**config.mk**
```make
export PLATFORM = sky130hd
export DESIGN_NAME = median_event_detector_flat
export DESIGN_NICKNAME = d
export VERILOG_FILES = /design/src/rtl/median_event_detector_if.sv /design/src/rtl/median_event_detector.sv /design/src/flat_wrapper.sv
export SDC_FILE = /design/constraint.sdc
export NUM_CORES = 1
export LEC_CHECK = 0
export CAP_MARGIN = 20
export CORE_ASPECT_RATIO = 2
export CORE_UTILIZATION = 30
export DETAILED_ROUTE_END_ITERATION = 6
export GPL_ROUTABILITY_DRIVEN = 0
export MAX_ROUTING_LAYER = met4
export SYNTH_ARGS = -nofsm -noshare
export SYNTH_HDL_FRONTEND = slang
export SYNTH_SLANG_ARGS = --single-unit
```
**constraint.sdc**
```tcl
create_clock -name clk -period 2.8 [get_ports clk]
set_clock_uncertainty 0.15 [all_clocks]
set_input_delay 0.84 -clock clk [delete_from_list [all_inputs] [get_ports clk]]
set_output_delay 0.84 -clock clk [all_outputs]
set_load 0.02 [all_outputs]
```
**src/rtl/median_event_detector_if.sv**
```systemverilog
// Bus between the filter side and median_event_detector.
// The filter/control side drives the sample and the count clear. The detector drives the
// level, the edge pulses and the episode statistics.
interface median_event_detector_if #(
   parameter int R_WIDTH = 8,
   parameter int CNT_W   = 16
);
   logic [R_WIDTH-1:0] X;
   logic               X_VALID;
   logic               CLR_CNT;
   logic               LEVEL;
   logic               RISE;
   logic               FALL;
   logic [CNT_W-1:0]   EVT_CNT;
   logic [R_WIDTH-1:0] PEAK;
   logic [CNT_W-1:0]   DUR;

   modport master (
      output X, X_VALID, CLR_CNT,
      input  LEVEL, RISE, FALL, EVT_CNT, PEAK, DUR
   );

   modport slave (
      input  X, X_VALID, CLR_CNT,
      output LEVEL, RISE, FALL, EVT_CNT, PEAK, DUR
   );
endinterface

```
**src/rtl/median_event_detector.sv**
```systemverilog
// median_event_detector: hysteresis and debounce on the filtered sample stream.
// The detector reports a level flag, one-cycle rise and fall pulses, and a saturating count of
// rising events. When a high episode completes, it also reports the peak sample and the
// duration of that episode.
module median_event_detector #(
   parameter int R_WIDTH = 8,
   parameter int HI_TH   = 160,
   parameter int LO_TH   = 96,
   parameter int HOLD    = 4,
   parameter int CNT_W   = 16
) (
   input  logic                   clk,
   input  logic                   srst_n,
   median_event_detector_if.slave bus
);

   typedef enum logic [1:0] {S_LOW, S_ARM_HI, S_HIGH, S_ARM_LO} state_t;

   localparam logic [R_WIDTH-1:0] HI_V    = R_WIDTH'(HI_TH);
   localparam logic [R_WIDTH-1:0] LO_V    = R_WIDTH'(LO_TH);
   localparam logic [CNT_W-1:0]   HOLD_M1 = CNT_W'(HOLD - 1);
   localparam logic [CNT_W-1:0]   CNT_MAX = '1;
   localparam logic [CNT_W-1:0]   ONE     = CNT_W'(1);

   state_t             state_q, state_d;
   logic [CNT_W-1:0]   run_q, run_d;
   logic               level_q, level_d;
   logic               rise_q, rise_d;
   logic               fall_q, fall_d;
   logic [CNT_W-1:0]   evt_q, evt_d;
   logic [R_WIDTH-1:0] peak_run_q, peak_run_d;
   logic [CNT_W-1:0]   dur_run_q, dur_run_d;
   logic [R_WIDTH-1:0] peak_q, peak_d;
   logic [CNT_W-1:0]   dur_q, dur_d;

   logic               hi_w, lo_w;
   logic [R_WIDTH-1:0] peak_max_w;
   logic [CNT_W-1:0]   dur_inc_w;
   logic [CNT_W-1:0]   evt_inc_w;

   assign hi_w       = (bus.X >= HI_V);
   assign lo_w       = (bus.X <= LO_V);
   assign peak_max_w = (bus.X > peak_run_q) ? bus.X : peak_run_q;
   assign dur_inc_w  = (dur_run_q == CNT_MAX) ? dur_run_q : dur_run_q + ONE;
   assign evt_inc_w  = (evt_q == CNT_MAX) ? evt_q : evt_q + ONE;

   // Next-state logic. Only valid samples advance the FSM. The edge pulses default to low,
   // so they last for exactly one cycle.
   always_comb begin
      state_d    = state_q;
      run_d      = run_q;
      level_d    = level_q;
      rise_d     = 1'b0;
      fall_d     = 1'b0;
      evt_d      = evt_q;
      peak_run_d = peak_run_q;
      dur_run_d  = dur_run_q;
      peak_d     = peak_q;
      dur_d      = dur_q;

      if (bus.X_VALID) begin
         case (state_q)
            S_LOW: begin
               if (hi_w) begin
                  if (HOLD == 1) rise_d = 1'b1;
                  else begin
                     state_d = S_ARM_HI;
                     run_d   = ONE;
                  end
               end
            end
            S_ARM_HI: begin
               if (!hi_w) begin
                  state_d = S_LOW;
                  run_d   = '0;
               end else if (run_q == HOLD_M1) rise_d = 1'b1;
               else run_d = run_q + ONE;
            end
            S_HIGH: begin
               if (lo_w) begin
                  if (HOLD == 1) fall_d = 1'b1;
                  else begin
                     state_d = S_ARM_LO;
                     run_d   = ONE;
                  end
               end
            end
            default: begin // S_ARM_LO
               if (!lo_w) begin
                  state_d = S_HIGH;
                  run_d   = '0;
               end else if (run_q == HOLD_M1) fall_d = 1'b1;
               else run_d = run_q + ONE;
            end
         endcase

         // Episode trackers follow every valid sample while the level is high.
         if (level_q) begin
            peak_run_d = peak_max_w;
            dur_run_d  = dur_inc_w;
         end

         if (rise_d) begin
            state_d    = S_HIGH;
            run_d      = '0;
            level_d    = 1'b1;
            evt_d      = evt_inc_w;
            peak_run_d = bus.X;
            dur_run_d  = '0;
         end

         // On a fall, the completing sample still counts toward the peak and the duration.
         if (fall_d) begin
            state_d = S_LOW;
            run_d   = '0;
            level_d = 1'b0;
            peak_d  = peak_max_w;
            dur_d   = dur_inc_w;
         end
      end

      // A clear in the same cycle as a rise keeps that rise in the count.
      if (bus.CLR_CNT) evt_d = rise_d ? ONE : '0;
   end

   // State and output registers. An asynchronous reset discards any open episode.
   always_ff @(posedge clk or negedge srst_n) begin
      if (!srst_n) begin
         state_q    <= S_LOW;
         run_q      <= '0;
         level_q    <= 1'b0;
         rise_q     <= 1'b0;
         fall_q     <= 1'b0;
         evt_q      <= '0;
         peak_run_q <= '0;
         dur_run_q  <= '0;
         peak_q     <= '0;
         dur_q      <= '0;
      end else begin
         state_q    <= state_d;
         run_q      <= run_d;
         level_q    <= level_d;
         rise_q     <= rise_d;
         fall_q     <= fall_d;
         evt_q      <= evt_d;
         peak_run_q <= peak_run_d;
         dur_run_q  <= dur_run_d;
         peak_q     <= peak_d;
         dur_q      <= dur_d;
      end
   end

   assign bus.LEVEL   = level_q;
   assign bus.RISE    = rise_q;
   assign bus.FALL    = fall_q;
   assign bus.EVT_CNT = evt_q;
   assign bus.PEAK    = peak_q;
   assign bus.DUR     = dur_q;

endmodule
```
**src/flat_wrapper.sv**
```systemverilog
// flat-port wrapper written by rule: the top's interface ports become plain ports
module median_event_detector_flat 
#(
   parameter int R_WIDTH = 8,
   parameter int HI_TH   = 160,
   parameter int LO_TH   = 96,
   parameter int HOLD    = 4,
   parameter int CNT_W   = 16
)
  (clk, srst_n, bus_X, bus_X_VALID, bus_CLR_CNT, bus_LEVEL, bus_RISE, bus_FALL, bus_EVT_CNT, bus_PEAK, bus_DUR);
  median_event_detector_if #(.R_WIDTH(R_WIDTH), .CNT_W(CNT_W)) bus_i ();
  input  logic clk;
  input  logic srst_n;
  input wire logic [$bits(bus_i.X)-1:0] bus_X;
  input wire logic [$bits(bus_i.X_VALID)-1:0] bus_X_VALID;
  input wire logic [$bits(bus_i.CLR_CNT)-1:0] bus_CLR_CNT;
  output wire logic [$bits(bus_i.LEVEL)-1:0] bus_LEVEL;
  output wire logic [$bits(bus_i.RISE)-1:0] bus_RISE;
  output wire logic [$bits(bus_i.FALL)-1:0] bus_FALL;
  output wire logic [$bits(bus_i.EVT_CNT)-1:0] bus_EVT_CNT;
  output wire logic [$bits(bus_i.PEAK)-1:0] bus_PEAK;
  output wire logic [$bits(bus_i.DUR)-1:0] bus_DUR;
  assign bus_i.X = bus_X;
  assign bus_i.X_VALID = bus_X_VALID;
  assign bus_i.CLR_CNT = bus_CLR_CNT;
  assign bus_LEVEL = bus_i.LEVEL;
  assign bus_RISE = bus_i.RISE;
  assign bus_FALL = bus_i.FALL;
  assign bus_EVT_CNT = bus_i.EVT_CNT;
  assign bus_PEAK = bus_i.PEAK;
  assign bus_DUR = bus_i.DUR;
  median_event_detector #(.R_WIDTH(R_WIDTH), .HI_TH(HI_TH), .LO_TH(LO_TH), .HOLD(HOLD), .CNT_W(CNT_W)) u_core (.clk(clk), .srst_n(srst_n), .bus(bus_i));
endmodule
```
======== Word-level counts from Yosys, hierarchy flattened ========
Index checks and enable logic that the tools add are counted.
storage, ports and cells
  input port bits ......................... 12
  logic and storage cells ................. 75
  register bits after elaboration ......... 85
  output and inout port bits .............. 43
cells by class
  magnitude comparators ................... 3
  reductions and logical operators ........ 12
  add/subtract/negate cells ............... 3
  mux-type cells .......................... 37
  eq/ne operators ......................... 10
operator list
  operator               count
  $mux 16                14
  $add 16x1->16 const B  3
  $pmux 16 s3            1
  $eq 16x16->1 const B   2
  $mux 8                 3
  $eq 16x2->1 const B    1
  $mux 1                 12
  $mux 2                 6
  $ge 8x8->1 const B     1
  $gt 8x8->1             1
  $le 8x7->1 const B     1
  $ne 4x1->1 const B     2
  $reduce_bool 2->1      4
  $ne 6x6->1 const B     1
  $pmux 2 s3             1
  $reduce_and 2->1       3
  $reduce_and 3->1       2
  $reduce_and 5->1       1
  $ne 4x4->1 const B     1
  $reduce_or 3->1        1
  $eq 2x1->1 const B     1
  $eq 2x2->1 const B     1
  $logic_not 2->1        1
  $ne 2x2->1 const B     1

======== Logic depth before layout (Yosys ltp) ========
Gate-level depths: netlist (run 1).
  depth after elaboration ................. 8
  mapped depth ............................ 8
  depth with buffers taken out ............ 7

======== Worst setup path before layout (run 1) ========
No wires, ideal clock.
  path kind ............................... input to register
  from .................................... input port bus_X[4]
  to ...................................... register u_core.run_q[12]
  setup slack ............................. 77 ps
  setup time .............................. 82 ps
  arrival ................................. 2491 ps
  required time ........................... 2568 ps
  stages .................................. 6
  cells stage by stage .................... nor4_1 a211oi_1 nor4b_1 buf_4 o21ai_0 a31oi_1
between the ends
  word-level cells in the longest chain between the ends .. 6
  elaborated cells between the ends (all ways) .. 16
RTL lines
  element                                                              line                                                      RTL
  start: declaration                                                   flat_wrapper.sv:14                                        input wire logic [$bits(bus_i.X)-1:0] bus_X;
  $ge 8x8->1 / $le 8x7->1 (equally long branches)                      median_event_detector.sv:41, median_event_detector.sv:42
  $mux 1 (on tied branches)                                            median_event_detector.sv:73, median_event_detector.sv:89
  $mux 1                                                               median_event_detector.sv:62                               case (state_q)
  $mux 1                                                               median_event_detector.sv:61                               if (bus.X_VALID) begin
  $ne 4x1->1 (no source line) / $mux 16 (equally long branches)        --
  $reduce_and 3->1 (no source line) / $mux 16 (equally long branches)  --
  end signal: assignment                                               median_event_detector.sv:141                              run_q <= run_d;
  end: declaration                                                     median_event_detector.sv:26                               logic [CNT_W-1:0] run_q, run_d;
Several ways; a longest one is shown, not always the timed one. The select of a mux whose other input is x is not followed.
A chain may end at the register's enable or synchronous reset.

======== Final worst setup path (run 1) ========
  from .................................... input port bus_X_VALID
  to ...................................... register u_core.evt_q[15], in the netlist u_core.bus.EVT_CNT[15]
between the ends
  word-level cells in the longest chain between the ends .. 2
RTL lines
  element                             line                          RTL
  start: declaration                  flat_wrapper.sv:15            input wire logic [$bits(bus_i.X_VALID)-1:0] bus_X_VALID;
  $reduce_bool 2->1 (no source line)  --
  $reduce_and 3->1 (no source line)   --
  end signal: assignment              median_event_detector.sv:145  evt_q <= evt_d;
  end: declaration                    median_event_detector.sv:30   logic [CNT_W-1:0] evt_q, evt_d;
Every way passes these cells.

==> metrics.md, run 1 <==
| Metric | Value |
|---|---|
| Run status | `finished clean` |
| CP Capture Type | `flop` |
| Vias in the first global route | `5,083` |
| FF-to-FF path depth | `6` |
| Post-DP HPWL | `11.1 mm` |
| Final Hold Fails | `0` |
| Hold WS | `0.333 ns` |
| Nets | `685` |
| Final cell utilization of the core | `41.0%` |
| Cell Pwr Density | `829 nW/um2` |
| Grt ovf | `0` |
| Post-route cell area | `6710 um2` |
| TritonCTS Buffers | `9` |
| H-Tree Depth | `3` |
| Die footprint | `17,400 um2` |
| Filler cells | `1,600` |
| TritonRoute pass-1 iters | `5` |
| Sequential share of the synthesized area | `42.0%` |
| Clk_lat worst skew | `0.34 ns` |
| Crit-path max FO | `11` |
| Normalized max-slew margin | `61.0%` |
| Req. time, crit path | `2.91 ns` |
| First-pass GRT wire length | `24.6 mm` |
| Port bufs | `54` |
| Ratio of cells with drive above 1 in the final layout | `18.5%` |
| Mapped Area | `5060 um2` |
| Syn nets | `590` |
| Avg Inst Size Synth | `8.93 um2` |
| HP Class | `primary input to async pin` |
| Largest family of logic cells by synthesized area | `simple AND/OR/NAND/NOR gates` |
| RSZ-0062 raised after global routing | `yes` |
| TritonCTS clock tree | `yes` |
| Startpoint types | `primary input` |
| Area grow syn2layout | `32.5%` |
| XOR/XNOR share of the synthesized area | `1.38%` |
| Pint | `3480 uW` |
| Slew Limit Fails | `0` |
| Vias per Instance | `5.74` |
| Origin of the critical flop-to-flop path | `u_core.run_q[0]` |
| P_leak | `0.00274 uW` |
| P_sw | `2080 uW` |
| Placement row count | `66` |
| GRT Util Overall | `18.5%` |
| CTS Sinks | `85` |
| Worst Setup Path Type | `primary input to flop` |
| Cells after synthesis | `567` |
| Maxcap violations | `0` |
| Fin crit share | `97.6%` |
| Simple-gate portion of the synthesized area | `25.4%` |
| Sequential share of power | `34.0%` |
| DP Area | `6240 um2` |
| Worst vdd ir | `0.283 mV` |
| Die Y | `186 um` |
| Adder-cell share of the synthesized area | `2.72%` |
| Synth async-reset ratio | `100%` |
| Routed WL | `15.3 mm` |
| Worst path arrival time | `2.85 ns` |
| Post-route ant nets | `0` |
| Switching part of the total | `37.5%` |
| Post-layout min period | `2.73 ns` |
| Cell variety after synth | `62` |
| EDFF count, synth | `0` |
| Largest net degree at the start of global routing | `38` |
| Vias | `4,992` |
| Antenna diodes | `0` |
| Root Buffer | `clkbuf_16` |
| Initial antenna violation count | `0` |
| Critical R2R Capture | `u_core.bus.EVT_CNT[15]` |
| Core Area | `16,400 um2` |
| DR DRC count | `0` |
| Yosys reg bits | `85` |
| Initial Util | `31.0%` |
| Setup-failing EPs final | `0` |
| Synth Warn # | `0` |
| Worst Tran Pin Value | `0.580 ns` |
| Pre-CTS worst setup slack | `-0.652 ns` |
| Reg2reg setup slack | `0.17 ns` |
| Fmax | `366 MHz` |
| Top_reg_cell synth | `dfrtp_1` |
| Clk buf depth | `2` |
| Setup TNS | `0 ns` |
| Multiplexer share of the synthesized area | `3.06%` |
| Post-synthesis compound-gate area fraction | `20.8%` |
| Iter 0 DRT Violations | `274` |
| Combinational power share | `41.7%` |
| CTS clk-pin slew, worst paths | `0.07 ns` |
| Setup WS post-layout | `0.0660 ns` |
| Die width | `93.9 um` |
| Drt wl/cell | `17.6 um` |
| CTS Hold Buffers Added | `0` |
| Io pins | `55` |
| Clock share of power | `24.4%` |
[worst max-delay path, cell delays in order]
cell             delay, ns
clkdlybuf4s50_1       0.51
buf_6                 0.17
nand2_1               0.08
or4_4                 0.56
or4_1                 0.51
a21oi_2               0.17
[cell usage in the layout, fill, tap and decap left out, drive strengths merged, types with 7 or more instances in the layout]
cell type / n
a21oi: 45
a31oi: 25
and3: 9
buf: 70
clkbuf: 12
clkdlybuf4s50: 50
dfrtp: 85
ha: 11
inv: 18
mux2: 12
nand2: 45
nand3: 39
nand4: 26
nor2: 42
nor2b: 7
nor3: 8
nor4: 16
o2111ai: 7
o21ai: 30
o31ai: 11
or4: 10
[power by group through the flow]
stage               sequential, uW  combinational [uW]  clock (uW)
CTS                           1880                2250        1380
global placement              1880                2200           0
floorplan                     1980                1200           0
global route                  1930                2530        1430
finish                        1890                2320        1350
detailed placement            1900                2240           0
[timing repair]
item,4_1_cts,5_1_grt
pin swaps,2,5
gates resized for setup,2,21
setup endpoints to repair,31,21
gates cloned,0,3
buffers inserted,1,2
[final cells by class]
cell class	count	area [um2]	area share [%]
Multi-Input combinational cell	423	2770	41.3
Sequential cell	85	2130	31.7
Timing Repair Buffer	124	1160	17.2
Tap cell	204	255	3.80
Clock buffer	11	233	3.47
Clock inverter	4	97.6	1.45
Inverter	19	71.3	1.06
[cell families (layout without fill, tap and decap cells)]
logic type	count (synthesis)	count (layout)
and+or+nand+nor	229	229
AOI/OAI and AO/OA	161	161
DFF	85	85
buffers and inverters	59	158
muxes	14	14
adders and majority gates	11	11
xor gates and xnor gates	8	8
[sequential cells by signal, indices dropped and copies added (netlist names)]
signal / count
u_core.state_q: 2
u_core.bus.DUR: 16
u_core.bus.RISE: 1
u_core.run_q: 16
u_core.bus.FALL: 1
u_core.peak_run_q: 8
u_core.dur_run_q: 16
u_core.bus.EVT_CNT: 16
u_core.bus.LEVEL: 1
u_core.bus.PEAK: 8
[Yosys cell counts, types with 7 or more instances]
master | number | share of area [%]
dfrtp_1 | 85 | 42
a21oi_1 | 45 | 4.4
nand2_1 | 45 | 3.3
nor2_1 | 42 | 3.1
nand3_1 | 38 | 3.8
clkbuf_1 | 35 | 2.6
o21ai_0 | 28 | 2.8
a31oi_1 | 25 | 3.1
nand4_1 | 25 | 3.1
inv_1 | 18 | 1.3
mux2_2 | 12 | 2.7
nor4_1 | 12 | 1.5
ha_1 | 11 | 2.7
o31ai_1 | 11 | 1.6
and3_1 | 9 | 1.1
or4_1 | 9 | 1.3
nor2b_1 | 7 | 0.87
nor3_1 | 7 | 0.69
o2111ai_1 | 7 | 1.2
[worst max-delay path by stage]
stage / endpoint / slack, ns / from
after global routing: u_core.bus.PEAK[3] / -0.03 / bus_X[7]
after CTS: u_core.bus.EVT_CNT[15] / 0.02 / bus_X[6]
after detailed placement: u_core.run_q[8] / -0.65 / bus_X[4]
after floorplan: u_core.run_q[12] / 0.08 / bus_X[4]
final: u_core.bus.EVT_CNT[15] / 0.07 / bus_X_VALID
after global placement: u_core.run_q[3] / -0.62 / bus_X[4]
[metal layers]
metal  share of wire, %  track usage, %  wire, um  vias up
met5                  0               -         0        -
met4                4.8            11.2       735        0
met1                 36            18.1      5570     2460
met2                 56            33.9      8560      146
met3                3.1            2.25       469       45
li1                   -               -         -     2341
[stage by stage]
stage	total power, uW	cells
after floorplan	3180	567
after global placement	4080	849
after detailed placement	4140	849
after CTS	5520	865
after global routing	5890	870
final	5560	870
(Power assumes the default switching activity.)
==> run 2, diff against run 1 <==
- MAX_ROUTING_LAYER: met4 -> not set
==> metrics.md, run 2 (synthesized netlist as in run 1, its figures left out) <==
| Metric | Value |
|---|---|
| Area occupied by multi-input gates | `2770 um2` |
| Routed WL | `15.3 mm` |
| Normalized max-slew margin | `60.3%` |
| Ratio of cells with drive above 1 in the final layout | `18.5%` |
| Vias in the first global route | `5,086` |
| Iter 0 DRT Violations | `277` |
| Area grow syn2layout | `32.5%` |
| CP max stage delay | `0.56 ns` |
| Root Buffer | `clkbuf_16` |
| Die footprint | `17,400 um2` |
| Inst Count DP | `849` |
| Maxcap violations | `0` |
| Worst vdd ir | `0.282 mV` |
| Switching part of the total | `37.4%` |
| Combinational power share | `41.7%` |
| HP Class | `primary input to async pin` |
| H-Tree Depth | `3` |
| Nets | `685` |
| Sequential share of power | `33.9%` |
| Slowest library cell on the worst path | `or4_4` |
| Placement row count | `66` |
| Startpoint types | `primary input` |
| First-pass GRT wire length | `24.5 mm` |
| Clock share of power | `24.3%` |
| TritonCTS clock tree | `yes` |
| Crit-path max FO | `11` |
| CTS clk-pin slew, worst paths | `0.06 ns` |
| Post-route cell area | `6710 um2` |
| Commonest non-fill, non-tap cell in the layout | `dfrtp_1` |
| Filler cells | `1,600` |
| CP Capture Type | `flop` |
| Vias per Instance | `5.74` |
| Drt wl/cell | `17.6 um` |
| Worst Setup Path Type | `primary input to flop` |
| Cell Pwr Density | `827 nW/um2` |
| Post-route ant nets | `0` |
| TritonRoute pass-1 iters | `5` |
| Fmax | `365 MHz` |
| Register area | `2130 um2` |
| Initial Util | `31.0%` |
| CTS Hold Buffers Added | `0` |
| Fin crit share | `97.8%` |
| Post-DP HPWL | `11.1 mm` |
| Clk_lat worst skew | `0.34 ns` |
| Port bufs | `54` |
| Final Hold Fails | `0` |
| TritonCTS Buffers | `9` |
| Commonest non-fill, non-tap cells in the layout | `dfrtp_1, buf_4, clkdlybuf4s50_1, nand2_1, a21oi_1` |
| Vias | `4,998` |
| P_sw | `2070 uW` |
| Post-layout min period | `2.74 ns` |
| Slew Limit Fails | `0` |
| DR DRC count | `0` |
| Initial antenna violation count | `0` |
| GRT Util Overall | `17.9%` |
| Finished Layout Cells | `870` |
| Run status | `finished clean` |
| DP Area | `6240 um2` |
| CTS Sinks | `85` |
| Grt ovf | `0` |
| Largest net degree at the start of global routing | `38` |
| Die Y | `186 um` |
| Setup-failing EPs final | `0` |
| Antenna diodes | `0` |
| Io pins | `55` |
| Origin of the critical flop-to-flop path | `u_core.run_q[0]` |
| Worst path arrival time | `2.85 ns` |
| Die width | `93.9 um` |
| Worst setup path startpoint | `bus_X_VALID` |
| Pint | `3480 uW` |
| Critical Path, Cell by Cell | `clkdlybuf4s50_1 > buf_6 > nand2_1 > or4_4 > or4_1 > a21oi_2` |
| Core Area | `16,400 um2` |
| Worst Tran Pin Value | `0.590 ns` |
| Req. time, crit path | `2.91 ns` |
| Clk buf depth | `2` |
| P_leak | `0.00274 uW` |
| RSZ-0062 raised after global routing | `yes` |
==> run 2: metal layers <==
layer | share of wire [%] | GRT usage, % | up-vias
li1 | - | - | 2341
met1 | 36 | 17.9 | 2450
met2 | 56 | 33.9 | 163
met3 | 3.3 | 2.53 | 44
met4 | 4.6 | 11.2 | 0
met5 | 0 | 0 | -
==> run 2: per-stage QoR <==
stage	setup slack (ns)	utilization, %	hold WS (ns)	TNS (ns)	power, uW
2_1_floorplan	0.0773	-	0.323	0	3180
3_3_place_gp	-0.617	38.1	0.333	-22.27	4080
3_5_place_dp	-0.652	38.1	0.341	-24.95	4140
4_1_cts	0.0201	40.3	0.342	0	5520
5_1_grt	-0.0328	41.0	0.366	-0.0754	5890
6_report	0.0606	41.0	0.335	0	5550
==> run 2: final timing paths <==
path                       slack [ns]  depth (start not counted)                      to
min in group clk                 0.34                          1       u_core.bus.DUR[3]
hold / removal                   0.34                          1         u_core.run_q[7]
max in group asynchronous        1.56                          2   u_core.bus.EVT_CNT[9]
setup reg to reg                 0.16                          6  u_core.bus.EVT_CNT[15]
hold reg to reg                  0.34                          1       u_core.bus.DUR[3]
setup / recovery                 0.06                          6  u_core.bus.EVT_CNT[15]
==> run 2: area by class of cell <==
class | instances | share of cell area (%)
Clock buffer | 11 | 3.47
Inverter | 19 | 1.06
Clock inverter | 4 | 1.45
Timing Repair Buffer | 124 | 17.2
Tap cell | 204 | 3.80
Multi-Input combinational cell | 423 | 41.3
Sequential cell | 85 | 31.7
==> run 2: worst max-delay path: cells and delay by family <==
kind / cells / cell delay, ns
buf+inv: 2 / 0.68
simple gates: 3 / 1.15
compound gates: 1 / 0.17
==> run 2: power groups by stage <==
stage          Clock, uW  Sequential (uW)  Combinational, uW
5_1_grt             1430             1930               2530
3_3_place_gp           0             1880               2200
4_1_cts             1380             1880               2250
2_1_floorplan          0             1980               1200
6_report            1350             1880               2320
3_5_place_dp           0             1900               2240
==> run 2: repair_timing <==
item	4_1_cts	5_1_grt
resized for setup	2	21
gates cloned	0	3
pin swaps	2	5
endpoints found under the setup margin	31	21
buffers inserted	1	2
